## src/rtl/bin2rns_pkg.sv

```systemverilog
// Shared constants and FSM state type for the 16-bit binary to RNS {32,31,21,5} converter.
package bin2rns_pkg;

    localparam int DYN_SIZE = 16;
    localparam int CNT_W    = 4;
    localparam int MAX_MOD  = 5;

    localparam int MOD_1   = 32;
    localparam int MOD_1_K = 5;
    localparam int MOD_2   = 31;
    localparam int MOD_2_W = 5;
    localparam int MOD_3   = 21;
    localparam int MOD_3_W = 5;
    localparam int MOD_4   = 5;
    localparam int MOD_4_W = 3;

    typedef enum logic [1:0] {
        IDLE    = 2'd0,
        CONVERT = 2'd1,
        HOLD    = 2'd2
    } state_t;

endpackage

```

## src/rtl/bin2rns_32_31_21_5_mod_serial_acc.sv

```systemverilog
// Bit-serial MSB-first modular accumulator: r <- (2r + b) mod M, one bit per enabled cycle.
// Because r < M holds before every step, 2r + b < 2M and one conditional subtract is enough.
// r_next exposes the value the accumulator takes on the next enabled edge, so the parent
// can capture the final residue on the same edge that consumes the last bit.
module mod_serial_acc #(
    parameter int M = 31,
    parameter int W = 5
) (
    input  logic         clk,
    input  logic         reset,
    input  logic         clr,
    input  logic         en,
    input  logic         bit_in,
    output logic [W-1:0] r,
    output logic [W-1:0] r_next
);

    localparam logic [W:0] M_L = (W+1)'(M);

    logic [W:0] t;

    // Doubling plus incoming bit, then a single conditional subtract of M.
    always_comb begin
        t      = {r, bit_in};
        r_next = (t >= M_L) ? W'(t - M_L) : W'(t);
    end

    // Accumulator register: cleared on operand accept, stepped during conversion.
    always_ff @(posedge clk or negedge reset) begin
        if (!reset) begin
            r <= '0;
        end else if (clr) begin
            r <= '0;
        end else if (en) begin
            r <= r_next;
        end
    end

endmodule

```

## src/rtl/bin2rns_32_31_21_5.sv

```systemverilog
// Forward converter: 16-bit unsigned word to residues mod {32, 31, 21, 5}.
// Handshake rule (both sides): a transfer happens on a rising edge where valid and ready
// are both 1; the source keeps data and valid stable until then.
// Input side: in_ready is high only in IDLE; in_valid elsewhere is ignored, never queued.
// Output side: out_valid rises 16 edges after accept and x0..x3 stay stable until
// out_ready is seen; x0..x3 then keep their last value until the next result.
module bin2rns_32_31_21_5
    import bin2rns_pkg::*;
(
    input  logic                clk,
    input  logic                reset,
    input  logic [DYN_SIZE-1:0] N,
    input  logic                in_valid,
    output logic                in_ready,
    output logic [MAX_MOD-1:0]  x0,
    output logic [MAX_MOD-1:0]  x1,
    output logic [MAX_MOD-1:0]  x2,
    output logic [MAX_MOD-1:0]  x3,
    output logic                out_valid,
    input  logic                out_ready
);

    state_t               state, state_nxt;
    logic [DYN_SIZE-1:0]  shreg;
    logic [CNT_W-1:0]     cnt;
    logic [MOD_1_K-1:0]   x0_acc;
    logic [MOD_2_W-1:0]   r2, r2_next;
    logic [MOD_3_W-1:0]   r3, r3_next;
    logic [MOD_4_W-1:0]   r4, r4_next;
    logic                 accept, converting, last_step;

    assign accept     = (state == IDLE) && in_valid;
    assign converting = (state == CONVERT);
    assign last_step  = converting && (cnt == CNT_W'(DYN_SIZE - 1));
    assign in_ready   = (state == IDLE);

    // Next-state logic for IDLE -> CONVERT -> HOLD -> IDLE.
    always_comb begin
        state_nxt = state;
        case (state)
            IDLE:    if (in_valid)  state_nxt = CONVERT;
            CONVERT: if (last_step) state_nxt = HOLD;
            HOLD:    if (out_ready) state_nxt = IDLE;
            default: state_nxt = IDLE;
        endcase
    end

    // State register.
    always_ff @(posedge clk or negedge reset) begin
        if (!reset) begin
            state <= IDLE;
        end else begin
            state <= state_nxt;
        end
    end

    // Operand shift register (MSB out first), bit counter and the power-of-two residue.
    always_ff @(posedge clk or negedge reset) begin
        if (!reset) begin
            shreg  <= '0;
            cnt    <= '0;
            x0_acc <= '0;
        end else if (accept) begin
            shreg  <= N;
            cnt    <= '0;
            x0_acc <= N[MOD_1_K-1:0];
        end else if (converting) begin
            shreg  <= {shreg[DYN_SIZE-2:0], 1'b0};
            cnt    <= cnt + 1'b1;
        end
    end

    mod_serial_acc #(.M(MOD_2), .W(MOD_2_W)) u_acc_31 (
        .clk(clk), .reset(reset), .clr(accept), .en(converting),
        .bit_in(shreg[DYN_SIZE-1]), .r(r2), .r_next(r2_next)
    );

    mod_serial_acc #(.M(MOD_3), .W(MOD_3_W)) u_acc_21 (
        .clk(clk), .reset(reset), .clr(accept), .en(converting),
        .bit_in(shreg[DYN_SIZE-1]), .r(r3), .r_next(r3_next)
    );

    mod_serial_acc #(.M(MOD_4), .W(MOD_4_W)) u_acc_5 (
        .clk(clk), .reset(reset), .clr(accept), .en(converting),
        .bit_in(shreg[DYN_SIZE-1]), .r(r4), .r_next(r4_next)
    );

    // Output registers: load only on the HOLD-entry edge, clear out_valid on consumer take.
    always_ff @(posedge clk or negedge reset) begin
        if (!reset) begin
            x0        <= '0;
            x1        <= '0;
            x2        <= '0;
            x3        <= '0;
            out_valid <= 1'b0;
        end else if (last_step) begin
            x0        <= x0_acc;
            x1        <= r2_next;
            x2        <= r3_next;
            x3        <= {{(MAX_MOD - MOD_4_W){1'b0}}, r4_next};
            out_valid <= 1'b1;
        end else if ((state == HOLD) && out_ready) begin
            out_valid <= 1'b0;
        end
    end

endmodule

```

## config.mk

```make
export PLATFORM = sky130hd
export DESIGN_NAME = bin2rns_32_31_21_5
export DESIGN_NICKNAME = d
export VERILOG_FILES = /design/src/rtl/bin2rns_pkg.sv /design/src/rtl/bin2rns_32_31_21_5_mod_serial_acc.sv /design/src/rtl/bin2rns_32_31_21_5.sv
export SDC_FILE = /design/constraint.sdc
export NUM_CORES = 1
export LEC_CHECK = 0
export ABC_AREA = 1
export BUFFER_PORTS_ARGS = -buffer_cell sky130_fd_sc_hd__buf_4
export CELL_PAD_IN_SITES_DETAIL_PLACEMENT = 1
export CELL_PAD_IN_SITES_GLOBAL_PLACEMENT = 1
export CORE_ASPECT_RATIO = 1.75
export CORE_MARGIN = 4
export CORE_UTILIZATION = 38
export CTS_CLUSTER_SIZE = 12
export DETAILED_ROUTE_END_ITERATION = 10
export PLACE_DENSITY_LB_ADDON = 0.1
export REMOVE_ABC_BUFFERS = 1
export SLEW_MARGIN = 20
export SYNTH_ARGS = -nofsm -noshare
export SYNTH_HDL_FRONTEND = slang
export SYNTH_HIERARCHICAL = 1
export SYNTH_SLANG_ARGS = --single-unit
```

## constraint.sdc

```tcl
create_clock -name clk -period 1.67 [get_ports clk]
set_input_delay 0.167 -clock clk [delete_from_list [all_inputs] [get_ports clk]]
set_output_delay 0.167 -clock clk [all_outputs]
set_load 0.02 [all_outputs]
```

[Word-level counts from Yosys, hierarchy flattened]
Index checks and enable logic that the tools add are counted.
Word-level totals
  logic and storage cells: 51
  output and inout bits: 22
  register bits after elaboration: 59
  input port bits: 20
Operators by class
  add/subtract/negate cells: 4
  $lt $le $gt $ge: 3
  muxes and demuxes: 19
  eq/ne operators: 6
  reductions and logical operators: 7
Operators by type and width (number)
  $mux W16: 2
  $mux W5: 6
  $ge A6 B5 Y1 const B: 2
  $sub A5 B5 Y5 const B: 2
  $mux W3: 3
  $mux W4: 2
  $mux W2: 3
  $pmux W2 S3: 1
  $add A4 B1 Y4 const B: 1
  $eq A4 B4 Y1 const B: 1
  $ge A4 B3 Y1 const B: 1
  $ne A2 B2 Y1 const B: 2
  $reduce_bool A2 Y1: 2
  $logic_and A1 B1 Y1: 3
  $reduce_and A3 Y1: 1
  $sub A3 B3 Y3 const B: 1
  $eq A2 B1 Y1 const B: 1
  $eq A2 B2 Y1 const B: 1
  $logic_not A2 Y1: 1
  $mux W1: 2
  $ne A2 B1 Y1 const B: 1

[Longest topological paths before layout]
Gate-level depths: netlist of run 1.
  depth in word-level cells: 4
  mapped depth: 11
  depth with buffers taken out: 11

[Hierarchy]
Netlist of run 1, hierarchy kept.
By module, submodules not included
  bin2rns_32_31_21_5: sequential area each 1151.1 µm², area each 1945.6 µm², cells an instance 231, times used 1
  mod_serial_acc at u_acc_21: sequential area each 125.1 µm², area each 439.2 µm², cells an instance 64, times used 1
  mod_serial_acc at u_acc_31: sequential area each 125.1 µm², area each 396.6 µm², cells an instance 49, times used 1
  mod_serial_acc at u_acc_5: sequential area each 75.1 µm², area each 241.5 µm², cells an instance 36, times used 1

[Worst setup path before layout of run 1]
OpenSTA, ideal clock, no wires.
  path type: register to register
  start point: reg state[0]
  end point: reg u_acc_21.r[0]
  library setup time: 66 ps
  data required time: 1604 ps
  buffers on the path: 2
  setup slack: 82 ps
  stages on the path, launching flop included: 10
  arrival: 1522 ps
  cell sequence: dfrtp_1 > buf_4 > nor2_4 > nand2_1 > inv_2 > buf_4 > nor2_1 > nor2_2 > nand3_1 > nand2_1
On the way
  word-level cells in the longest chain between the ends: 3
  elaborated cells on any way between the ends: 5
  those cells by class: eq/ne: 1; mux: 1; reduce/logical: 3
RTL lines
  start, declared: RTL line bin2rns_32_31_21_5.sv:23  | state_t state, state_nxt;
  start signal, assigned: RTL line bin2rns_32_31_21_5.sv:53  | state <= state_nxt;
  $logic_not A2 Y1 *
  via in_ready: RTL line bin2rns_32_31_21_5.sv:14  | output logic in_ready,
  $logic_and A1 B1 Y1 *: RTL line bin2rns_32_31_21_5.sv:32  | assign accept = (state == IDLE) && in_valid;
  via accept: RTL line bin2rns_32_31_21_5.sv:30  | logic accept, converting, last_step;
  $mux W5 / $reduce_bool A2 Y1 (equally long branches)
  end signal, assigned: RTL line bin2rns_32_31_21_5_mod_serial_acc.sv:35  | r <= r_next;
  end, declared: RTL line bin2rns_32_31_21_5_mod_serial_acc.sv:14  | output logic [W-1:0] r,
Mark *: on every way through the listed nets, which the timed path passes. The rest lies on a longest branch.
A chain may end at the register's enable or synchronous reset.

[Worst setup path after layout of run 1]
  start point: reg shreg[15]
  end point: reg x2[0]
On the way
  word-level cells in the longest chain between the ends: 2
  elaborated cells on any way between the ends: 3
  those cells by class: add/sub: 1; order compare: 1; mux: 1
RTL lines
  start, declared: RTL line bin2rns_32_31_21_5.sv:24  | logic [DYN_SIZE-1:0] shreg;
  start signal, assigned: RTL line bin2rns_32_31_21_5.sv:68  | shreg <= {shreg[DYN_SIZE-2:0], 1'b0};
  $sub A5 B5 Y5 / $ge A6 B5 Y1 (equally long branches): RTL line bin2rns_32_31_21_5_mod_serial_acc.sv:25  | r_next = (t >= M_L) ? W'(t - M_L) : W'(t);
  $mux W5 *: RTL line bin2rns_32_31_21_5_mod_serial_acc.sv:25
  via r3_next[0]: RTL line bin2rns_32_31_21_5.sv:28  | logic [MOD_3_W-1:0] r3, r3_next;
  end signal, assigned: RTL line bin2rns_32_31_21_5.sv:99  | x2 <= r3_next;
  end, declared: RTL line bin2rns_32_31_21_5.sv:17  | output logic [MAX_MOD-1:0] x2,
Marked as above.

==> results of run 1 <==
==> metal layers <==
| layer | up-vias | part of all wire (%) |
|---|---|---|
| li1 | 1275 | - |
| met1 | 1242 | 39 |
| met2 | 32 | 56 |
| met3 | 11 | 2.6 |
| met4 | 0 | 2.4 |
| met5 | - | 0 |
==> cell usage in the layout (no fill, tap or decap), drive strengths merged, types with 2 or more instances in the layout <==
cell and count:
buf 51, dfrtp 59, nand3b 2, and2 6
nor2 12, nand4 5, conb 2, nand3 38
clkbuf 15, ha 6, a21oi 2, inv 32
o21ai 5, nand2 194
==> cell families after synthesis <==
| kind of cell | Yosys count | synth area share [%] |
|---|---|---|
| AO/OA/AOI/OAI | 10 | 2.277 |
| XOR/XNOR | 2 | 0.5796 |
| buffers and inverters | 45 | 7.657 |
| adder cells (fa/ha/maj) | 6 | 2.483 |
| flip-flops | 59 | 48.84 |
| AND/OR/NAND/NOR | 257 | 38.04 |
| other | 1 | 0.1241 |
==> sequential cells by signal, indices dropped and copies added (netlist names) <==
signal,count
x3,3
out_valid,1
x0,5
shreg,16
u_acc_31/r,5
cnt,4
state,2
x2,5
u_acc_21/r,5
x1,5
x0_acc,5
u_acc_5/r,3
==> per-stage QoR <==
step	cells	hold WS, ps
after CTS	524	26.51
after detailed placement	507	138.3
after global placement	507	132.6
final	525	30.45
after floorplan	369	-128.6
after global routing	525	40.26
==> Yosys cell counts, drive strengths merged <==
cell type and number:
xnor2 1, inv 32, bufinv 1, a21boi 1
nand2 194, nor2 12, and2 6, nand3 38
xor2 1, nand3b 2, dfrtp 59, a21o 1
buf 12, nand4 5, a21oi 2, ha 6
o31ai 1, o21ai 5, conb 1
==> how the worst min path moves through the flow <==
| stage | cells past startpoint | slack [ps] | from | to |
|---|---|---|---|---|
| 6_report | 2 | 30 | out_ready | state[1] |
| 5_1_grt | 2 | 40 | out_ready | state[1] |
| 4_1_cts | 2 | 30 | out_ready | state[1] |
| 3_5_place_dp | 1 | 140 | reset | x1[0] |
| 3_3_place_gp | 1 | 130 | reset | x1[0] |
| 2_1_floorplan | 0 | -130 | reset | cnt[0] |
==> worst max-delay path, stage by stage, from the launching register on <==
cell and delay [ps]:
dfrtp_2 430, buf_4 150, ha_1 180, inv_1 60, nand2_1 80, nand3_4 130, nand3_1 120, and2_1 190
nand2_1 60, nand2_1 50
==> where the power goes <==
part / internal, mW / leakage [nW] / switching, mW
clock network: 1.16 / 0.146 / 0.628
logic: 1.29 / 1.17 / 1.94
registers: 2.08 / 0.747 / 0.504
==> cell type report <==
cell class | count | area [sq um]
fill | 980 | 3930
sequential | 59 | 1478
multi-input combinational | 277 | 1319
timing repair buffer | 52 | 405.4
clock buffer | 15 | 287.8
inverter | 33 | 137.6
tap | 88 | 110.1
clock inverter | 1 | 5.005
==> repair_timing <==
item / CTS / global route
resized for setup: 0 / 1
endpoints found under the hold margin: 29 / 0
hold buffers: 1 / 0
endpoints found under the setup margin: 0 / 3
buffers inserted: 0 / 1
==> results.cfg, run 1 <==
[outcome]
status = complete, no violations

[clocking]
clockBufferDepth = 2
cts_tree = built
numClockSinks = 59
cts_buffers = 9
root_buffer = clkbuf_16
clkLatencyLatePin_ps = 330
clk_pin_slew_worst_paths_ps = 50
htreeDepth = 3

[setup_path]
r2r-start = shreg[15]
worstPathMaxFanout = 6
crit_path_end = x2[0]
critical_path_class = reg -> reg
rrSetupSlack_ps = 120
cp-startpoint = shreg[15]
setup.worst_path.end_class = flop
timing.rr.end = x2[0]
cp_data_required_time_ps = 1890
cp.arrival_ps = 1780
cp-start-kind = flop
reg2regPathDepth = 9

[sta]
post-route-period-util_pct = 93.04
fin_skew_ps = 3.678
setup_slack_ps = 116.2
hold_viol_final = 0
post-route-min-period_ps = 1554
drv_slew = 0
tns_ps = 0
setup_viol = 0
max_freq_mhz = 643.6

[yosys]
syn_avg_cell_area_sq_um = 7.955
syn_inst = 380
synth_top_cell_by_area = dfrtp_1
ys_top_cells_by_area = dfrtp_1, nand2_1, nand3_1, inv_1, ha_1
synth_top_cell_area_share_pct = 48.84
synth_seq_cells = 59
ys_seq_area_share_pct = 48.84
synth_area_sq_mm = 0.003023
ys_warn_count = 6
synthDistinctLibCells = 31

[placed_design]
hpwl_mm = 5.533
io_buffers = 39
pre_cts_slack_ps = 56.89
placed_area_sq_mm = 0.003431
place.gp.congestion = 0.8344

[power]
peakVddDrop_mv = 0.8152
power_density_mw_per_mm2 = 2033
power.total_mw = 7.607
p_leak_nw = 2.059

[global_routing]
grt-ovfl-total = 0
gr-usage-met1_pct = 19.36
grtUsageTotal_pct = 17.78
grt_pass1_vias = 2855
antenna_found_initial = 0
grt_first_pass_wirelength_mm = 12.96
use_met2_pct = 31.74
grt.busiest_layer = met2
grt_max_degree = 31
use_met3_pct = 3.349

[min_path]
hold_class = in -> reg

[detailed_routing]
wire_per_inst_um = 14.29
vias = 2560
wirelength_mm = 7.501
ant_nets = 0
viasPerCell = 4.876
dr.pass1.iters = 4
drtIter0Drc = 91
route.detailed.drc = 0

[floorplanning]
io_pins = 42
dieHeight_um = 126.0
core_region_area_sq_mm = 0.007672
rows = 42
die_area_sq_mm = 0.009502
start_util_pct = 39.40
die_x_um = 75.42

[cells_and_area]
drive_above_1_share_pct = 22.43
postLayoutCoreUtil_pct = 48.78
nets = 458
area_growth_pct = 23.80
insertedDiodeCount = 0
final_area_sq_mm = 0.003742

[flow_run]
cap_violations = 0
No activity file was read; power rests on OpenSTA's default activity.
==> run 2, diff against run 1 <==
CORE_UTILIZATION = 24   (was 38)
MAX_ROUTING_LAYER = met4   (was not set)
==> results.cfg, run 2 (same netlist as run 1, synthesis figures left out) <==
[outcome]
status = complete, no violations

[power]
power_density_mw_per_mm2 = 1978
p_sw_mw = 3.097
peakVddDrop_mv = 0.6018
p_leak_nw = 2.050
p_comb_share_pct = 44.0
switching_share_pct = 40.99
intPower_mw = 4.459
clkPwrFrac_pct = 22.2
power.total_mw = 7.556
seq_power_share_pct = 33.9

[sta]
post-route-min-period_ps = 1501
worst_hold_slack_ps = 29.22
max_freq_mhz = 666.2
post-route-period-util_pct = 89.88
hold_viol_final = 0
drv_slew = 0
rsz0062_at_grt = no
fin_skew_ps = 7.447
setup_viol = 0

[global_routing]
grtUsageTotal_pct = 13.00
antenna_found_initial = 0
grt_first_pass_wirelength_mm = 14.10
grt-ovfl-total = 0
grt_max_degree = 35
grt_pass1_vias = 2888

[detailed_routing]
vias = 2548
dr.pass1.iters = 3
wirelength_mm = 8.324
ant_nets = 0
route.detailed.drc = 0
viasPerCell = 4.226
wire_per_inst_um = 13.80
drtIter0Drc = 37

[clocking]
clockBufferDepth = 2
cts_tree = built
cts_buffers = 9
clk_pin_slew_worst_paths_ps = 50
cts_resized = 0
root_buffer = clkbuf_16
numClockSinks = 59
clkLatencyLatePin_ps = 320
htreeDepth = 3

[min_path]
hold_start = out_ready
worstHoldEndpoint = state[1]
hold_class = in -> reg
hold_depth = 2

[setup_path]
r2r-start = shreg[15]
cp.arrival_ps = 1760
cp_data_required_time_ps = 1930
worstPathMaxFanout = 6
cp-start-kind = flop
timing.rr.end = x2[0]
rrSetupSlack_ps = 170
reg2regPathDepth = 10
critical_path_class = reg -> reg
setup.worst_path.end_class = flop

[placed_design]
io_buffers = 39
place.gp.congestion = 0.8137
hpwl_mm = 6.140

[cells_and_area]
layout.cells.most_common_list = nand2_1, dfrtp_1, buf_4, nand3_1, inv_1
insertedDiodeCount = 0
final_common_cell = nand2_1
top_register = shreg
area_growth_pct = 26.37
largest_reg_flops = 16
nets = 460
drive_above_1_share_pct = 22.07

[flow_run]
cap_violations = 0

[floorplanning]
rows = 54
io_pins = 42
die_area_sq_mm = 0.01453
die_x_um = 92.84
core_region_area_sq_mm = 0.01243
dieHeight_um = 156.5
start_util_pct = 24.32
## run 2: worst max-delay path by stage
stage,from,to,slack (ps),cells after the start
after floorplan,state[0],u_acc_21/r[0],-100,7
after global placement,shreg[15],x2[0],160,9
after detailed placement,shreg[15],x2[0],140,9
after CTS,shreg[15],x3[0],120,9
after global routing,shreg[15],x3[0],50,10
final,shreg[15],x2[0],170,10
## run 2: routing by layer
metal	wire, um	share of wire, %	up-vias	GRT usage, %
met5	0	0	-	-
met1	3206	39	1235	13.02
met4	144	1.7	0	5.521
met3	212	2.5	11	2.357
met2	4760	57	28	24.27
li1	-	-	1274	-
## run 2: metrics by stage
step / TNS (ps) / utilization [%] / worst slack (ps) / cells / instance area [sq um]
after floorplan: -421.1 / - / -100.9 / 369 / 2933
after global placement: 0 / 28.52 / 162.7 / 589 / 3546
after detailed placement: 0 / 28.52 / 139.1 / 589 / 3546
after CTS: 0 / 30.67 / 123.8 / 602 / 3812
after global routing: 0 / 30.73 / 49.21 / 603 / 3820
final: 0 / 30.73 / 169.0 / 603 / 3820
## run 2: critical path: stages (launching register included)
cell	delay [ps]
dfrtp_1	390
buf_4	160
ha_1	200
inv_1	50
nand2_1	70
nand3_4	130
nand2_4	90
nand2_1	100
and2_1	130
nand2_1	50
nand2_1	70
## run 2: cell type report
type | count | area (sq um)
Clock buffer | 12 | 256.5
Fill cell | 1560 | 8612
Inverter | 33 | 137.6
Multi-Input combinational cell | 277 | 1319
Sequential cell | 59 | 1476
Tap cell | 168 | 210.2
Timing Repair Buffer | 54 | 420.4
## run 2: timing repair
| item | CTS | global route |
|---|---|---|
| setup endpoints to repair | 0 | 1 |
| hold buffers | 1 | 0 |
| buffers inserted | 0 | 1 |
| hold endpoints to repair | 25 | 0 |
## run 2: power groups by stage
stage                     clock network [mW]  registers (mW)  logic (mW)
after global routing                    1.82            2.66        3.82
after detailed placement                   0            2.59        3.39
final                                   1.67            2.56        3.32
after CTS                               1.75            2.58        3.41
after floorplan                            0            2.75        1.97
after global placement                     0            2.57        3.35
==> run 3, diff against run 2 <==
ABC_AREA = not set   (was 1)
==> results.cfg, run 3 <==
[floorplanning]
start_util_pct = 24.74
rows = 52
die_x_um = 90.83
dieHeight_um = 153.0
core_region_area_sq_mm = 0.01165
io_pins = 42
die_area_sq_mm = 0.01389

[setup_path]
timing.rr.end = x1[1]
reg2regPathDepth = 4
cp.arrival_ps = 1860
rrSetupSlack_ps = 20
r2r-start = shreg[15]
critical_path_class = reg -> reg
worstPathMaxFanout = 6
setup.worst_path.end_class = flop
cp_data_required_time_ps = 1880
cp-start-kind = flop

[cells_and_area]
final_common_cell = buf_4
layout.cells.most_common_list = buf_4, dfrtp_1, nand2_1, nor2_1
drive_above_1_share_pct = 38.37
top_register = shreg
insertedDiodeCount = 0
area_growth_pct = 34.52
largest_reg_flops = 16
nets = 356
final_cells = 466
postLayoutCoreUtil_pct = 33.28

[placed_design]
io_buffers = 39
placed_cells = 450
place.gp.congestion = 0.7320
hpwl_mm = 5.492

[yosys]
synth-compound-area-share_pct = 14.42
synth_seq_cells = 59
synthTopCellsByCount = dfrtp_1, nand2_1, mux2_2, nor2_1, inv_1
synthMuxAreaShare_pct = 11.55
synth-xor-area-share_pct = 0.9119
ys_top_cells_by_area = dfrtp_1, mux2_2, nand2_1, mux2_4, a22oi_1
yosysMostFrequentCell = dfrtp_1
synth_top_cell_area_share_pct = 51.24
synth_edf_count = 0
ys_async_sr_fraction_pct = 100.0
ys_warn_count = 6
syn_inst = 256
synthAdderAreaFrac_pct = 2.605
syn_avg_cell_area_sq_um = 11.26
ys_seq_area_share_pct = 51.24
synth_top_family_by_area = simple AND/OR/NAND/NOR gates
synth_top_cell_by_area = dfrtp_1
synth_area_sq_mm = 0.002882
synthSimpleGateAreaFrac_pct = 14.85
synthFlopType = dfrtp_1
synthDistinctLibCells = 52

[min_path]
hold_start = out_ready
worstHoldEndpoint = state[1]
hold_class = in -> reg
hold_depth = 2

[sta]
hold_viol_final = 0
rsz0062_at_grt = yes
post-route-period-util_pct = 98.86
drv_slew = 0
fin_skew_ps = 3.676
setup_viol = 0
max_freq_mhz = 605.7
post-route-min-period_ps = 1651

[detailed_routing]
drtIter0Drc = 41
ant_nets = 0
wire_per_inst_um = 16.55
route.detailed.drc = 0
dr.pass1.iters = 3
viasPerCell = 4.689
vias = 2185
wirelength_mm = 7.712

[global_routing]
grt_first_pass_wirelength_mm = 13.09
antenna_found_initial = 0
grt_max_degree = 43
grt-ovfl-total = 0
grtUsageTotal_pct = 12.53
grt_pass1_vias = 2500

[clocking]
cts_buffers = 9
cts_tree = built
numClockSinks = 59
clkLatencyLatePin_ps = 320
clockBufferDepth = 2
clk_pin_slew_worst_paths_ps = 50
root_buffer = clkbuf_16
htreeDepth = 3

[flow_run]
cap_violations = 0

[power]
peakVddDrop_mv = 0.5514
power_density_mw_per_mm2 = 2013
p_leak_nw = 1.854

[outcome]
status = complete, no violations
==> run 3: changes by cell type after synthesis, sizes merged, moves of 5 or more <==
| cell | previous run | this run |
|---|---|---|
| nand2b | 0 | 5 |
| nand3 | 38 | 3 |
| mux2 | 0 | 23 |
| inv | 32 | 14 |
| nand2 | 194 | 38 |
| a311oi | 0 | 5 |
| o21ai | 5 | 13 |
| and2 | 6 | 1 |
| a22oi | 0 | 12 |
| o21a | 0 | 5 |
==> run 3: what timing repair did <==
item                       CTS  global route
setup endpoints to repair   17            12
buffers inserted             2             1
gates resized for setup     11             6
hold buffers                 1             0
pin swaps                    0             5
hold endpoints to repair    17             0
==> run 3: metal layers <==
layer / track usage [%] / up-vias / part of all wire (%) / wire, um
met3: 3.296 / 9 / 3.0 / 233
met1: 13.61 / 1091 / 41 / 3147
li1: - / 1052 / - / -
met4: 4.748 / 0 / 2.0 / 152
met2: 21.77 / 33 / 54 / 4178
met5: - / - / 0 / 0
==> run 3: worst max path at each step <==
| stage | end | depth (start not counted) | from | slack [ps] |
|---|---|---|---|---|
| 2_1_floorplan | u_acc_21/r[0] | 4 | state[0] | -1970 |
| 3_3_place_gp | x1[1] | 4 | shreg[15] | -110 |
| 3_5_place_dp | x1[1] | 4 | shreg[15] | -130 |
| 4_1_cts | x1[1] | 4 | shreg[15] | 0.5 |
| 5_1_grt | x1[1] | 4 | shreg[15] | -40 |
| 6_report | x1[1] | 4 | shreg[15] | 20 |
==> run 3: metrics by stage <==
step / worst slack, ps / total power, mW / instance area [sq um] / setup TNS [ps] / hold WS, ps
floorplan: -1969 / 4.548 / 2814 / -59030 / -128.6
global placement: -105.3 / 5.992 / 3536 / -539.0 / 71.93
detailed placement: -132.5 / 6.043 / 3536 / -904.3 / 77.71
CTS: 0.5462 / 7.821 / 3829 / 0 / 19.61
global route: -36.41 / 8.435 / 3876 / -140.5 / 24.20
finish: 19.07 / 7.801 / 3876 / 0 / 33.77
==> run 3: cell type report <==
type	instances	area, sq um
fillers	1307	7770
flip-flops and latches	59	1478
multi-input cells	174	1355
repair buffers	72	584.3
clock buffers	11	232.7
well taps	135	168.9
inverters	14	52.55
clock inverters	1	5.005
==> run 3: kinds of logic (layout without fill, tap and decap cells) <==
kind of cell,count (synthesis),count (layout)
simple gates,81,81
flops,59,59
compound gates,55,55
mux,27,27
buf+inv,24,98
fa+ha+maj,6,6
xor+xnor,3,3
other cells,1,2
==> run 3: worst max-delay path: stages, from the launching register on <==
cell and delay, ps:
dfrtp_2 450, ha_2 240, a41oi_4 210, mux2_2 380
mux2_4 250
==> run 3: power by group <==
group          leakage [nW]  total (mW)  internal (mW)  switching, mW
registers             0.749        2.56           2.06          0.495
logic                 0.988        3.66           1.89           1.77
clock network         0.117        1.58          0.967          0.618
